### src/rtl/spi_slave_regif_pkg.sv
// Shared definitions for the SPI register-file responder: FSM encoding,
// command-byte layout and the fixed fill/status constants.
package spi_regif_pkg;

  typedef enum logic [1:0] {
    IDLE = 2'd0,
    CMD  = 2'd1,
    DATA = 2'd2
  } state_e;

  localparam int               CMD_RW_BIT    = 7;
  localparam int               ADDR_W        = 7;
  localparam logic [7:0]       OOR_READ_DATA = 8'hFF;
  localparam logic [7:0]       CMD_MISO_FILL = 8'h00;
  localparam logic [ADDR_W-1:0] STATUS_ADDR  = 7'd127;

  // Sticky status layout (only meaningful with the irq option built in).
  localparam int STAT_WR_BIT  = 0;
  localparam int STAT_ERR_BIT = 1;

endpackage

### src/rtl/spi_slave_regif_if.sv
// SPI pin bundle. The master modport drives the bus lines, the slave
// modport drives MISO and its output enable.
interface spi_slave_regif_if;

  logic sck;
  logic mosi;
  logic ss_n;
  logic miso;
  logic miso_oe;

  modport master (output sck, output mosi, output ss_n, input miso, input miso_oe);
  modport slave  (input sck, input mosi, input ss_n, output miso, output miso_oe);

endinterface

### src/rtl/spi_slave_sync.sv
// Brings the asynchronous SPI pins into the clk domain and turns SCK
// transitions into single-clk sample/shift strobes for the selected mode.
// Strobes are suppressed while the synchronised select is high.
module spi_slave_sync #(
  parameter bit CPOL = 1'b0,
  parameter bit CPHA = 1'b0
) (
  input  logic clk,
  input  logic rst,
  input  logic sck,
  input  logic mosi,
  input  logic ss_n,
  output logic mosi_s,
  output logic ss_fall,
  output logic ss_rise,
  output logic sample_stb,
  output logic shift_stb
);

  logic [1:0] sck_m;
  logic [1:0] mosi_m;
  logic [1:0] ss_m;
  logic       sck_d;
  logic       ss_d;
  logic       sck_rise;
  logic       sck_fall;
  logic       lead_edge;
  logic       trail_edge;

  // Two-flop synchronisers plus one extra stage per edge-detected line.
  // Select flops reset low so a select that is already high after reset
  // only produces a harmless rise, never a false frame start.
  always_ff @(posedge clk) begin
    if (rst) begin
      sck_m  <= {2{CPOL}};
      sck_d  <= CPOL;
      mosi_m <= '0;
      ss_m   <= '0;
      ss_d   <= 1'b0;
    end else begin
      // NOTE: clocked state uses non-blocking assignments so every flop
      // samples the pre-edge value of its neighbour, as the hardware does.
      sck_m  <= {sck_m[0], sck};
      sck_d  <= sck_m[1];
      mosi_m <= {mosi_m[0], mosi};
      ss_m   <= {ss_m[0], ss_n};
      ss_d   <= ss_m[1];
    end
  end

  assign sck_rise   = sck_m[1] & ~sck_d;
  assign sck_fall   = ~sck_m[1] & sck_d;
  assign lead_edge  = CPOL ? sck_fall : sck_rise;
  assign trail_edge = CPOL ? sck_rise : sck_fall;

  assign mosi_s     = mosi_m[1];
  assign ss_fall    = ~ss_m[1] & ss_d;
  assign ss_rise    = ss_m[1] & ~ss_d;
  assign sample_stb = ~ss_m[1] & (CPHA ? trail_edge : lead_edge);
  assign shift_stb  = ~ss_m[1] & (CPHA ? lead_edge : trail_edge);

endmodule

### src/rtl/spi_slave_regif.sv
// SPI responder exposing an 8-bit register file. Frames are a command
// byte {rw, addr[6:0]} followed by data bytes; the address increments
// after every data byte and wraps 127 -> 0.
// Build option SPI_SLAVE_REGIF_IRQ_EN adds an irq output and a
// clear-on-read sticky status register at address 127.
module spi_slave_regif
  import spi_regif_pkg::*;
#(
  parameter int NUM_REGS = 16,
  parameter bit CPOL     = 1'b0,
  parameter bit CPHA     = 1'b0
) (
  input  logic                  clk,
  input  logic                  rst,
  spi_slave_regif_if.slave      spi,
  output logic [NUM_REGS*8-1:0] regs_q,
  output logic                  wr_pulse,
  output logic [ADDR_W-1:0]     wr_addr,
  output logic                  err
`ifdef SPI_SLAVE_REGIF_IRQ_EN
  ,
  output logic                  irq
`endif
);

  state_e            state;
  logic [2:0]        bit_cnt;
  logic [7:0]        rx_sr;
  logic [7:0]        tx_sr;
  logic [7:0]        rd_byte;     // prefetched byte for the next MISO load
  logic              rw;
  logic [ADDR_W-1:0] addr;
  logic              byte_done;   // high the clk after the 8th sample
  logic              load_pend;   // CPHA=0: next shift edge loads rd_byte
  logic [7:0]        regs [NUM_REGS];

  logic              mosi_s;
  logic              ss_fall;
  logic              ss_rise;
  logic              sample_stb;
  logic              shift_stb;

  logic              tx_load;
  logic [ADDR_W-1:0] fetch_addr;
  logic              fetch_rw;

`ifdef SPI_SLAVE_REGIF_IRQ_EN
  logic [1:0]        status;
  logic              rd_is_stat;
  logic              stat_clr;
  logic              stat_load;
`endif

  spi_slave_sync #(.CPOL(CPOL), .CPHA(CPHA)) u_sync (
    .clk        (clk),
    .rst        (rst),
    .sck        (spi.sck),
    .mosi       (spi.mosi),
    .ss_n       (spi.ss_n),
    .mosi_s     (mosi_s),
    .ss_fall    (ss_fall),
    .ss_rise    (ss_rise),
    .sample_stb (sample_stb),
    .shift_stb  (shift_stb)
  );

  function automatic logic in_range(input logic [ADDR_W-1:0] a);
    return int'(a) < NUM_REGS;
  endfunction

  function automatic logic [7:0] reg_at(input logic [ADDR_W-1:0] a);
    logic [7:0] v;
    v = OOR_READ_DATA;
    for (int i = 0; i < NUM_REGS; i++) begin
      if (a == ADDR_W'(i)) v = regs[i];
    end
    return v;
  endfunction

  // Address/direction of the byte to prefetch when a byte completes, and
  // whether this shift edge reloads tx_sr instead of shifting it.
  always_comb begin
    // NOTE: every combinational output gets a default first, so no path
    // leaves it unassigned and no latch is inferred.
    fetch_addr = addr + ADDR_W'(1);
    fetch_rw   = rw;
    if (state == CMD) begin
      fetch_addr = rx_sr[ADDR_W-1:0];
      fetch_rw   = rx_sr[CMD_RW_BIT];
    end
    tx_load = shift_stb && (CPHA ? (bit_cnt == 3'd0) : load_pend);
  end

  // Frame FSM, shift registers, register file writes and read prefetch.
  always_ff @(posedge clk) begin
    if (rst) begin
      state     <= IDLE;
      bit_cnt   <= '0;
      rx_sr     <= '0;
      tx_sr     <= '0;
      rd_byte   <= '0;
      rw        <= 1'b0;
      addr      <= '0;
      byte_done <= 1'b0;
      load_pend <= 1'b0;
      spi.miso_oe <= 1'b0;
      wr_pulse  <= 1'b0;
      wr_addr   <= '0;
      err       <= 1'b0;
`ifdef SPI_SLAVE_REGIF_IRQ_EN
      rd_is_stat <= 1'b0;
`endif
      // NOTE: the register file is architecturally visible and must read
      // zero after reset, so each entry is reset explicitly.
      for (int i = 0; i < NUM_REGS; i++) regs[i] <= '0;
    end else begin
      wr_pulse  <= 1'b0;
      err       <= 1'b0;
      byte_done <= 1'b0;
      if (ss_rise) begin
        // Deselect: any partial byte is dropped and MISO returns to 0.
        state       <= IDLE;
        bit_cnt     <= '0;
        tx_sr       <= '0;
        load_pend   <= 1'b0;
        spi.miso_oe <= 1'b0;
      end else if (state == IDLE) begin
        if (ss_fall) begin
          state       <= CMD;
          bit_cnt     <= '0;
          tx_sr       <= CMD_MISO_FILL;
          spi.miso_oe <= 1'b1;
        end
      end else begin
        if (sample_stb) begin
          rx_sr   <= {rx_sr[6:0], mosi_s};
          bit_cnt <= bit_cnt + 3'd1;
          if (bit_cnt == 3'd7) begin
            byte_done <= 1'b1;
            load_pend <= !CPHA;
          end
        end

        if (tx_load) begin
          tx_sr     <= (state == CMD) ? CMD_MISO_FILL : rd_byte;
          load_pend <= 1'b0;
        end else if (shift_stb) begin
          tx_sr <= {tx_sr[6:0], 1'b0};
        end

        if (byte_done) begin
          if (state == CMD) begin
            state <= DATA;
            rw    <= rx_sr[CMD_RW_BIT];
            addr  <= rx_sr[ADDR_W-1:0];
          end else begin
            addr <= addr + ADDR_W'(1);
            if (!rw) begin
`ifdef SPI_SLAVE_REGIF_IRQ_EN
              if (addr == STATUS_ADDR) begin
                // Status is read-only; writes to it are silently ignored.
              end else
`endif
              if (in_range(addr)) begin
                for (int i = 0; i < NUM_REGS; i++) begin
                  if (addr == ADDR_W'(i)) regs[i] <= rx_sr;
                end
                wr_pulse <= 1'b1;
                wr_addr  <= addr;
              end else begin
                err <= 1'b1;
              end
            end
          end

          // Prefetch the next MISO byte; a write above lands in regs
          // before any later fetch of the same address.
          rd_byte <= reg_at(fetch_addr);
`ifdef SPI_SLAVE_REGIF_IRQ_EN
          rd_is_stat <= (fetch_addr == STATUS_ADDR);
          if (fetch_addr == STATUS_ADDR) begin
            rd_byte <= {6'b0, status};
          end else if (fetch_rw && !in_range(fetch_addr)) begin
            err <= 1'b1;
          end
`else
          if (fetch_rw && !in_range(fetch_addr)) err <= 1'b1;
`endif
        end
      end
    end
  end

`ifdef SPI_SLAVE_REGIF_IRQ_EN
  assign stat_load = tx_load && (state == DATA) && rd_is_stat;

  // Sticky status: set by write/error pulses, cleared the clk after a
  // status byte has been loaded for shifting out.
  always_ff @(posedge clk) begin
    if (rst) begin
      status   <= '0;
      stat_clr <= 1'b0;
    end else begin
      stat_clr <= stat_load;
      status   <= (stat_clr ? 2'b00 : status) | {err, wr_pulse};
    end
  end

  assign irq = |status;
`endif

  assign spi.miso = tx_sr[7];

  for (genvar g = 0; g < NUM_REGS; g++) begin : g_flat
    assign regs_q[g*8 +: 8] = regs[g];
  end

endmodule
### src/flat_wrapper.sv
// flat-port wrapper written by rule: the top's interface ports become plain ports
module spi_slave_regif_flat import spi_regif_pkg::*;
#(
  parameter int NUM_REGS = 16,
  parameter bit CPOL     = 1'b0,
  parameter bit CPHA     = 1'b0
)
  (clk, rst, regs_q, wr_pulse, wr_addr, err, spi_sck, spi_mosi, spi_ss_n, spi_miso, spi_miso_oe);
  spi_slave_regif_if spi_i ();
  input  logic clk;
  input  logic rst;
  output logic [NUM_REGS*8-1:0] regs_q;
  output logic wr_pulse;
  output logic [ADDR_W-1:0] wr_addr;
  output logic err;
  input wire logic [$bits(spi_i.sck)-1:0] spi_sck;
  input wire logic [$bits(spi_i.mosi)-1:0] spi_mosi;
  input wire logic [$bits(spi_i.ss_n)-1:0] spi_ss_n;
  output wire logic [$bits(spi_i.miso)-1:0] spi_miso;
  output wire logic [$bits(spi_i.miso_oe)-1:0] spi_miso_oe;
  assign spi_i.sck = spi_sck;
  assign spi_i.mosi = spi_mosi;
  assign spi_i.ss_n = spi_ss_n;
  assign spi_miso = spi_i.miso;
  assign spi_miso_oe = spi_i.miso_oe;
  spi_slave_regif #(.NUM_REGS(NUM_REGS), .CPOL(CPOL), .CPHA(CPHA)) u_core (.clk(clk), .rst(rst), .spi(spi_i), .regs_q(regs_q), .wr_pulse(wr_pulse), .wr_addr(wr_addr), .err(err));
endmodule
### config.mk
export PLATFORM = sky130hd
export DESIGN_NAME = spi_slave_regif_flat
export DESIGN_NICKNAME = d
export VERILOG_FILES = /design/src/rtl/spi_slave_regif_pkg.sv /design/src/rtl/spi_slave_regif_if.sv /design/src/rtl/spi_slave_sync.sv /design/src/rtl/spi_slave_regif.sv /design/src/flat_wrapper.sv
export SDC_FILE = /design/constraint.sdc
export NUM_CORES = 1
export LEC_CHECK = 0
export CORE_UTILIZATION = 40
export DETAILED_ROUTE_END_ITERATION = 16
export HOLD_SLACK_MARGIN = 0.1
export PLACE_DENSITY = 0.66
export SETUP_SLACK_MARGIN = 0.1
export SLEW_MARGIN = 10
export SYNTH_ARGS = -nofsm -noshare
export SYNTH_HDL_FRONTEND = slang
export SYNTH_SLANG_ARGS = --single-unit
### constraint.sdc
create_clock -name clk -period 2.6 [get_ports clk]
set_clock_uncertainty 0.05 [all_clocks]
set_input_delay 0.26 -clock clk [delete_from_list [all_inputs] [get_ports clk]]
set_output_delay 0.26 -clock clk [all_outputs]
set_load 0.01 [all_outputs]
# Word level (Yosys, flattened, before mapping)
# Memory sizes are Yosys's and may differ from the RTL's.
# Cells that the tools add are included.
[totals]
wordCells = 313
memories = 1
output_inout_bits = 139
reg_bits = 57
ramBits = 128
[classes]
addsub = 2
order_cmp = 2
n_reduce_logical = 24
n_eq_ne = 33
bitwise = 32
muxes = 201
[mem_list]
columns = ["name", "depth", "word_bits", "read_ports", "rd_ports_with_merged_regs", "wr", "line_no", "text"]
rows = [
  ["u_core.regs", 16, 8, 16, 0, 16, "spi_slave_regif.sv:35", "logic [7:0] regs [NUM_REGS];"],
]
[op_table]
columns = ["op", "n"]
rows = [
  ["$mux W8", 37],
  ["$mux W1", 156],
  ["$eq A7 B4 Y1 const B", 16],
  ["$eq A7 B3 Y1 const B", 8],
  ["$eq A7 B2 Y1 const B", 4],
  ["$or A1 B1 Y1", 16],
  ["$eq A7 B1 Y1 const B", 2],
  ["$logic_not A7 Y1", 2],
  ["$lt A7 B5 Y1 const B", 2],
  ["$reduce_and A3 Y1", 4],
  ["$not A1 Y1", 10],
  ["$reduce_bool A2 Y1", 5],
  ["$mux W3", 3],
  ["$mux W2", 4],
  ["$reduce_or A4 Y1", 2],
  ["$add A7 B1 Y7 const B", 1],
  ["$mux W7", 1],
  ["$and A1 B1 Y1", 6],
  ["$reduce_and A2 Y1", 3],
  ["$reduce_and A6 Y1", 1],
  ["$reduce_or A6 Y1", 1],
  ["$add A3 B1 Y3 const B", 1],
  ["$eq A3 B3 Y1 const B", 1],
  ["$reduce_bool A3 Y1", 1],
  ["other kinds (6)", 7],
]

# Logic depth before layout (Yosys ltp)
# Gate-level depths: netlist of the first run.
[depth]
word_depth = 19
ltp_mapped = 12

# Hierarchy
# Synthesis of the first run repeated with hierarchy kept, for this count alone.
[hier_totals]
cells_unflattened = 746
area_unflattened_um2 = 8237.9
[by_module_without_submodules]
columns = ["mod", "area_each_um2", "n_inst", "cells_per_inst", "seq_area_each_um2"]
rows = [
  ["spi_slave_regif", 8000.2, 1, 726, 4824.6],
  ["spi_slave_sync", 237.7, 1, 20, 160.2],
]

# Worst setup path before layout of the first run
# No wires, ideal clock.
[synth_path]
path_type = "register to register"
from = "reg u_core.addr[0]"
to = "reg u_core.rd_byte[2]"
path_slack_ns = 0.043
required_time_ns = 2.414
setup_time_ns = 0.136
arrival_ns = 2.372
synth_period_minus_slack_ns = 2.557
stages_incl_launch_ff = 12
n_path_buf = 4
path_cell_list = "dfxtp_1 > clkbuf_1 > inv_1 > ha_1 > buf_2 > o32a_1 > buf_2 > buf_6 > o32ai_1 > a21oi_1 > a2111oi_0 > o32ai_1"
[synth_via]
elab_chain_cells = 19
word_cells_on_any_way = 34
cone_classes = "1 x add/sub; 15 x eq/ne; 17 x mux; 1 x reduce/logical"
[synth_rtl]
columns = ["item", "line_no", "text"]
rows = [
  ["start, declared", "spi_slave_regif.sv:32", "logic [ADDR_W-1:0] addr;"],
  ["start signal, assigned", "spi_slave_regif.sv:155", "addr <= rx_sr[ADDR_W-1:0];"],
  ["start signal, assigned", "spi_slave_regif.sv:157", "addr <= addr + ADDR_W'(1);"],
  ["$add A7 B1 Y7 *", "spi_slave_regif.sv:85", "fetch_addr = addr + ADDR_W'(1);"],
  ["$mux W7 *", "spi_slave_regif.sv:87", "if (state == CMD) begin"],
  ["$logic_not A7 Y1", "spi_slave_regif.sv:75", "if (a == ADDR_W'(i)) v = regs[i];"],
  ["$mux W8 (15 in series)", "spi_slave_regif.sv:75", ""],
  ["$mux W8 *", "spi_slave_regif.sv:75", ""],
  ["end signal, assigned", "spi_slave_regif.sv:178", "rd_byte <= reg_at(fetch_addr);"],
  ["end, declared", "spi_slave_regif.sv:30", "logic [7:0] rd_byte;"],
]
# Mark *: on every way between the ends. The rest lies on a longest branch, timed or not.
# A chain may end at the register's enable or synchronous reset.

# Worst setup path after layout of the first run
[layout_path]
from = "reg u_core.addr[1]"
to = "reg u_core.rd_byte[6]"
# Same word-level chain as after synthesis.

==> run metrics, run 1 <==
Req. time, crit path approximately 2.9 ns; critical path fanouts, max 20; Crit Path Class register to register; std cell rows 52; first-pass GRT wire length 40.5 mm; initial core utilization 0.410; Leak Pwr 0.00389 uW; Hold Path Stages 2; Critical Path AT between 2 and 3 ns; die width ~150 um; min-delay worst type input pin to register; Worst Reg-to-Reg Cells 9; Max Freq ~410 MHz; die footprint between 20000 and 25000 um2; power share of the clock group 0.421; Total Power 6330 uW; worst slew pin tran about 0.66 ns; VDD IR-drop max around 0.45 mV; HP Start rst; All-Layer GR Usage 0.255; reg-to-reg endpoint u_core.rd_byte[6]; flop-to-flop setup slack ~0.14 ns; clock sink count around 190; Hold Path End u_core.rx_sr[0]; Multi-input gate area 3120 um2; commonest non-fill, non-tap cell in the layout clkdlybuf4s50_1; final setup fails 0; CP max stage delay approximately 0.38 ns; Avg Inst Size Synth 11.5 um2; sequential group share of total power 0.518; H-tree depth 4; final slew viol count 0; Post-Syn Area between 8000 and 9000 um2; Final Hold Fails 0; unrepaired setup endpoints after global routing true; Die Ht 146 um; Synth Flop Type edfxtp_1; CTS tree yes; Psw about 1600 uW; Antenna Cells 0; status finished, final reports clean; remaining antenna violation count 0; syn nets roughly 740; post-synth top area cell edfxtp_1; Post-Syn Instances between 700 and 800; post-synthesis async set-or-reset flop share 0; DRT iter0 DRCs 801; layout cells sized above 1 0.181; area grow syn2layout 34.0%; Int Power about 4700 uW; Reg area ~5000 um2; DP Cell Count 1154; layout net count between 900 and 1000; pin count of the biggest net entering global routing 27; via count around 7000; combinational share of power 0.061; core area just over 20000 um2; Max-slew headroom 0.561; DR vias/cell 5.80; worst-case clock buffer depth 2; io pins ~140; HPWL Detailed just under 20 mm; Power Density 568 nW/um2; Skew-Pair Late Insertion Delay between 0.4 and 0.5 ns; initial antenna violation count 1; YS warnings 0; CP Cell Sequence inv_1 > ha_4 > o32a_1 > buf_12 > o22a_1 > a221oi_1 > o2111ai_1 > a32oi_1 > o21ai_1; vias in the first global route around 6500; Startpoint Class register; Seq cells post-synth 185; Clock Tree Root clkbuf_16; gp weighted congestion ~0.93; synth top area cells edfxtp_1, dfxtp_1, nor2_1; Post-synth EDFFs approximately 130; Reg clk slew, reported paths around 0.08 ns; drt wl/cell between 20 and 25 um; CTS buffer count 17; fillers between 1500 and 2000; most frequent cells in the layout clkdlybuf4s50_1, nor2_1, edfxtp_1, buf_4, dfxtp_1; port bufs ~140; final period utilization 0.948; GRT Residual Overflow 0; Final Critical Period roughly 2.5 ns; fin cells roughly 1200; Unique masters post-synth 83; first-pass detailed-route iteration total 6; worst hold slack 0.247 ns; WL final between 20 and 30 mm; CP endpoint kind register; slowest cell on the critical path dfxtp_2; max-cap violations 0; Crit Reg-Reg Startpoint u_core.addr[1]; area share of the largest cell type after synthesis 0.462; Net Sw Frac 0.254; sequential area share after synthesis 0.599; drc violations 0
## how the worst max path moves through the flow
stage                    from  cells after the start                end
6_report       u_core.addr[1]                      9  u_core.rd_byte[6]
5_1_grt        u_core.addr[1]                     10  u_core.rd_byte[6]
4_1_cts        u_core.addr[0]                     10  u_core.rd_byte[1]
3_5_place_dp   u_core.addr[1]                      9  u_core.rd_byte[0]
3_3_place_gp   u_core.addr[1]                      9  u_core.rd_byte[5]
2_1_floorplan  u_core.addr[0]                     11  u_core.rd_byte[2]
## flip-flops by register name, indices dropped and copies added (netlist names)
| signal | flops |
|---|---|
| u_core.state | 2 |
| u_core.tx_sr | 8 |
| u_core.regs | 128 |
| u_core.addr | 7 |
| u_core.rw | 1 |
| u_core.u_sync.mosi_m | 2 |
| u_core.u_sync.ss_m | 2 |
| u_core.u_sync.sck_m | 2 |
| u_core.err | 1 |
| u_core.u_sync.sck_d | 1 |
| u_core.wr_pulse | 1 |
| u_core.spi.miso_oe | 1 |
| u_core.rx_sr | 8 |
| u_core.u_sync.ss_d | 1 |
| u_core.bit_cnt | 3 |
| u_core.load_pend | 1 |
| u_core.wr_addr | 7 |
| u_core.byte_done | 1 |
| u_core.rd_byte | 8 |
## repair_timing
| action | 4_1_cts | 5_1_grt |
|---|---|---|
| gates resized for setup | 4 | 21 |
| endpoints found under the setup margin | 8 | 8 |
| hold endpoints to repair | 0 | 0 |
| pin swaps | 3 | 6 |
| setup buffers | 1 | 1 |
| hold buffers | 0 | 0 |
## cells in the mapped netlist (all sizes together), types with 6 or more instances
cell type    n
nand4        6
clkbuf      27
dfxtp       57
inv         14
buf         28
a221oi      10
a32o         6
nor3         9
o21ai       24
a21oi       34
nor2b        9
o22ai       26
edfxtp     128
mux2i       15
nand2b      22
a32oi        9
nor2       146
ha           6
nand2       37
nand3       23
## power groups by stage
stage	sequential (uW)	clock (uW)	combinational (uW)
2_1_floorplan	3350	0	126
3_3_place_gp	3350	0	374
3_5_place_dp	3340	0	376
4_1_cts	3280	2690	381
5_1_grt	3290	2810	405
6_report	3280	2660	386
## critical path: cells and delay by family (launching register included)
family,cells,cell delay [ns]
AO/OA/AOI/OAI,6,1.40
buffers and inverters,2,0.26
flip-flops,1,0.38
adder cells (fa/ha/maj),1,0.24
## per-stage QoR
step           setup TNS (ns)  instance area [um2]  worst slack, ns   util
6_report                    0                11200            0.136  0.549
4_1_cts                     0                11000            0.103  0.544
3_5_place_dp          -0.0239                10400          -0.0156  0.512
2_1_floorplan               0                 8320            0.125      -
5_1_grt                     0                11200           0.0723  0.549
3_3_place_gp          -0.0653                10400          -0.0653  0.512
## routing by layer
layer	GRT usage	share of wire
met1	0.357	0.42
met2	0.384	0.46
met3	0.0616	0.096
met4	0.0953	0.029
met5	0	0
## kinds of logic after synthesis
family	after synthesis	synth area share
xor gates and xnor gates	2	0.00526
DFF	185	0.599
AOI/OAI and AO/OA	159	0.142
and+or+nand+nor	289	0.182
buffers and inverters	69	0.0421
muxes	16	0.0209
adders and majority gates	6	0.00902
## cell type report
type                    count  share of cell area
flip-flops and latches    185               0.447
repair buffers            215               0.183
multi-input cells         472               0.280
inverters                  14             0.00471
clock inverters            15              0.0165
clock buffers              17              0.0381
well taps                 270              0.0303
(Power assumes the default switching activity.)
==> run 2, diff against run 1 <==
--- a/config.mk
+++ b/config.mk
@@ -5,10 +5,10 @@
 export SDC_FILE = /design/constraint.sdc
 export NUM_CORES = 1
 export LEC_CHECK = 0
-export CORE_UTILIZATION = 40
+export CORE_UTILIZATION = 48
 export DETAILED_ROUTE_END_ITERATION = 16
 export HOLD_SLACK_MARGIN = 0.1
-export PLACE_DENSITY = 0.66
+export PLACE_DENSITY = 0.76
 export SETUP_SLACK_MARGIN = 0.1
 export SLEW_MARGIN = 10
 export SYNTH_ARGS = -nofsm -noshare
==> run metrics, run 2 (synthesized netlist as in run 1, its figures left out) <==
core area 16800 um2; cts hold-fix bufs 0; GRT met3 Usage 0.0700; Total Power 6320 uW; final slew viol count 0; io pins roughly 140; fillers between 1000 and 1500; Antenna Cells 0; initial core utilization 0.497; Reg clk slew, reported paths 0.08 ns; Skew-Pair Late Insertion Delay ~0.45 ns; max-cap violations 0; Critical Path AT 2.74 ns; CTS tree yes; Final Critical Period 2.45 ns; HPWL Detailed 19.3 mm; Max-slew headroom 0.571; CTS buffer count 17; drc violations 0; WL final about 27 mm; Clock Tree Root clkbuf_16; Largest register FFs around 130; drt wl/cell roughly 24 um; Power Density between 500 and 600 nW/um2; first-pass detailed-route iteration total 7; remaining antenna violation count 0; DP Cell Count ~1100; layout cells sized above 1 0.199; Hold Path Stages 2; std cell rows between 40 and 50; final setup fails 0; layout net count roughly 930; Startpoint Class register; All-Layer GR Usage 0.311; Worst Reg-to-Reg Cells 9; clock sink count approximately 190; H-tree depth 4; Crit Path Class register to register; worst-case clock buffer depth 2; unrepaired setup endpoints after global routing false; VDD IR-drop max around 0.48 mV; port bufs approximately 140; Req. time, crit path 2.89 ns; DR vias/cell a little over 6; worst slew pin tran about 0.64 ns; status finished, final reports clean; Leak Pwr around 0.0040 uW; min-delay worst type input pin to register; via count just over 7000; CP endpoint kind register; fin cells between 1000 and 1500; critical path fanouts, max 7; GRT Residual Overflow 0; first-pass GRT wire length slightly above 40 mm; gp weighted congestion just under 1; die footprint roughly 18000 um2; vias in the first global route approximately 6700; commonest non-fill, non-tap cell in the layout clkdlybuf4s50_1; final period utilization 0.941; post-route cell area around 11000 um2; Finished Core Util 0.668; largest reg by FF count u_core.regs; flop-to-flop setup slack approximately 0.15 ns; area grow syn2layout 34.6%; met2 Track Usage GR 0.467; M1 GR Usage 0.432; Die Ht approximately 130 um; Final Hold Fails 0; placed cell area between 10000 and 15000 um2; initial antenna violation count 0; most frequent cells in the layout clkdlybuf4s50_1, nor2_1, edfxtp_1, buf_4, dfxtp_1; die width ~130 um; pin count of the biggest net entering global routing 29; DRT iter0 DRCs 1023; Max Freq around 400 MHz; busiest metal layer after global routing met2
==> run 2: changes by cell type in the layout (fill, tap and decap cells not counted), moves of 2 or more <==
cell	change
buf_4	+16
o22ai_1	+2
dfxtp_2	-3
a221oi_2	+2
buf_12	-3
nor3_1	-2
a221oi_1	-2
nor3_2	+2
o22ai_2	-2
a21oi_1	-2
dfxtp_1	+2
==> run 2: path summary, 6_finish.rpt <==
path | start | end
max reg2reg | u_core.addr[0] | u_core.rd_byte[5]
min | rst | u_core.addr[3]
min reg2reg | u_core.spi.miso_oe | u_core.spi.miso_oe
max | u_core.addr[0] | u_core.rd_byte[5]
==> run 2: metrics by stage <==
| step | setup slack (ns) | setup TNS [ns] | hold WS (ns) |
|---|---|---|---|
| floorplan | 0.125 | 0 | 0.338 |
| global placement | -0.0208 | -0.0367 | 0.373 |
| detailed placement | -0.149 | -0.201 | 0.381 |
| CTS | 0.101 | 0 | 0.242 |
| global route | 0.0858 | 0 | 0.265 |
| finish | 0.153 | 0 | 0.268 |
==> run 2: final cells by class <==
class                   count  area (um2)  share of cell area
clock buffers              17         425              0.0380
repair buffers            227        2090               0.187
inverters                  14        52.6             0.00469
clock inverters            15         189              0.0169
well taps                 220         275              0.0246
multi-input cells         473        3170               0.283
flip-flops and latches    185        4990               0.445
==> run 2: worst max-delay path: stages (launching register included) <==
cell     delay, ns
dfxtp_2       0.39
inv_1         0.10
ha_4          0.27
o32a_4        0.41
buf_4         0.17
o22ai_1       0.19
o22ai_1       0.17
nor2_1        0.15
nand3_1       0.15
a32o_1        0.29
==> run 2: power breakdown <==
| group | switching, uW | internal [uW] | leakage [uW] | total, uW |
|---|---|---|---|---|
| Clock | 1330 | 1320 | 0.000297 | 2640 |
| Combinational | 201 | 192 | 0.00187 | 393 |
| Sequential | 69.4 | 3210 | 0.00178 | 3280 |
| Total | 1600 | 4720 | 0.00395 | 6320 |
==> run 2: routing by layer <==
layer  vias to the layer above  share of wire
met2                       527           0.45
met4                         0          0.037
li1                       3080              -
met3                        85           0.11
met1                      3490           0.40
met5                         -              0
==> run 2: what timing repair did <==
action | 4_1_cts | 5_1_grt
setup endpoints to repair | 8 | 16
resized for setup | 9 | 24
pin swaps | 2 | 8
cloned | 0 | 1
buffers inserted | 0 | 3
==> run 3, diff against run 2 <==
--- a/config.mk
+++ b/config.mk
@@ -10,7 +10,6 @@
 export HOLD_SLACK_MARGIN = 0.1
 export PLACE_DENSITY = 0.76
 export SETUP_SLACK_MARGIN = 0.1
-export SLEW_MARGIN = 10
 export SYNTH_ARGS = -nofsm -noshare
 export SYNTH_HDL_FRONTEND = slang
 export SYNTH_SLANG_ARGS = --single-unit
==> results of run 3 <==
Final layout, timing and power as in run 2 (identical DEF).
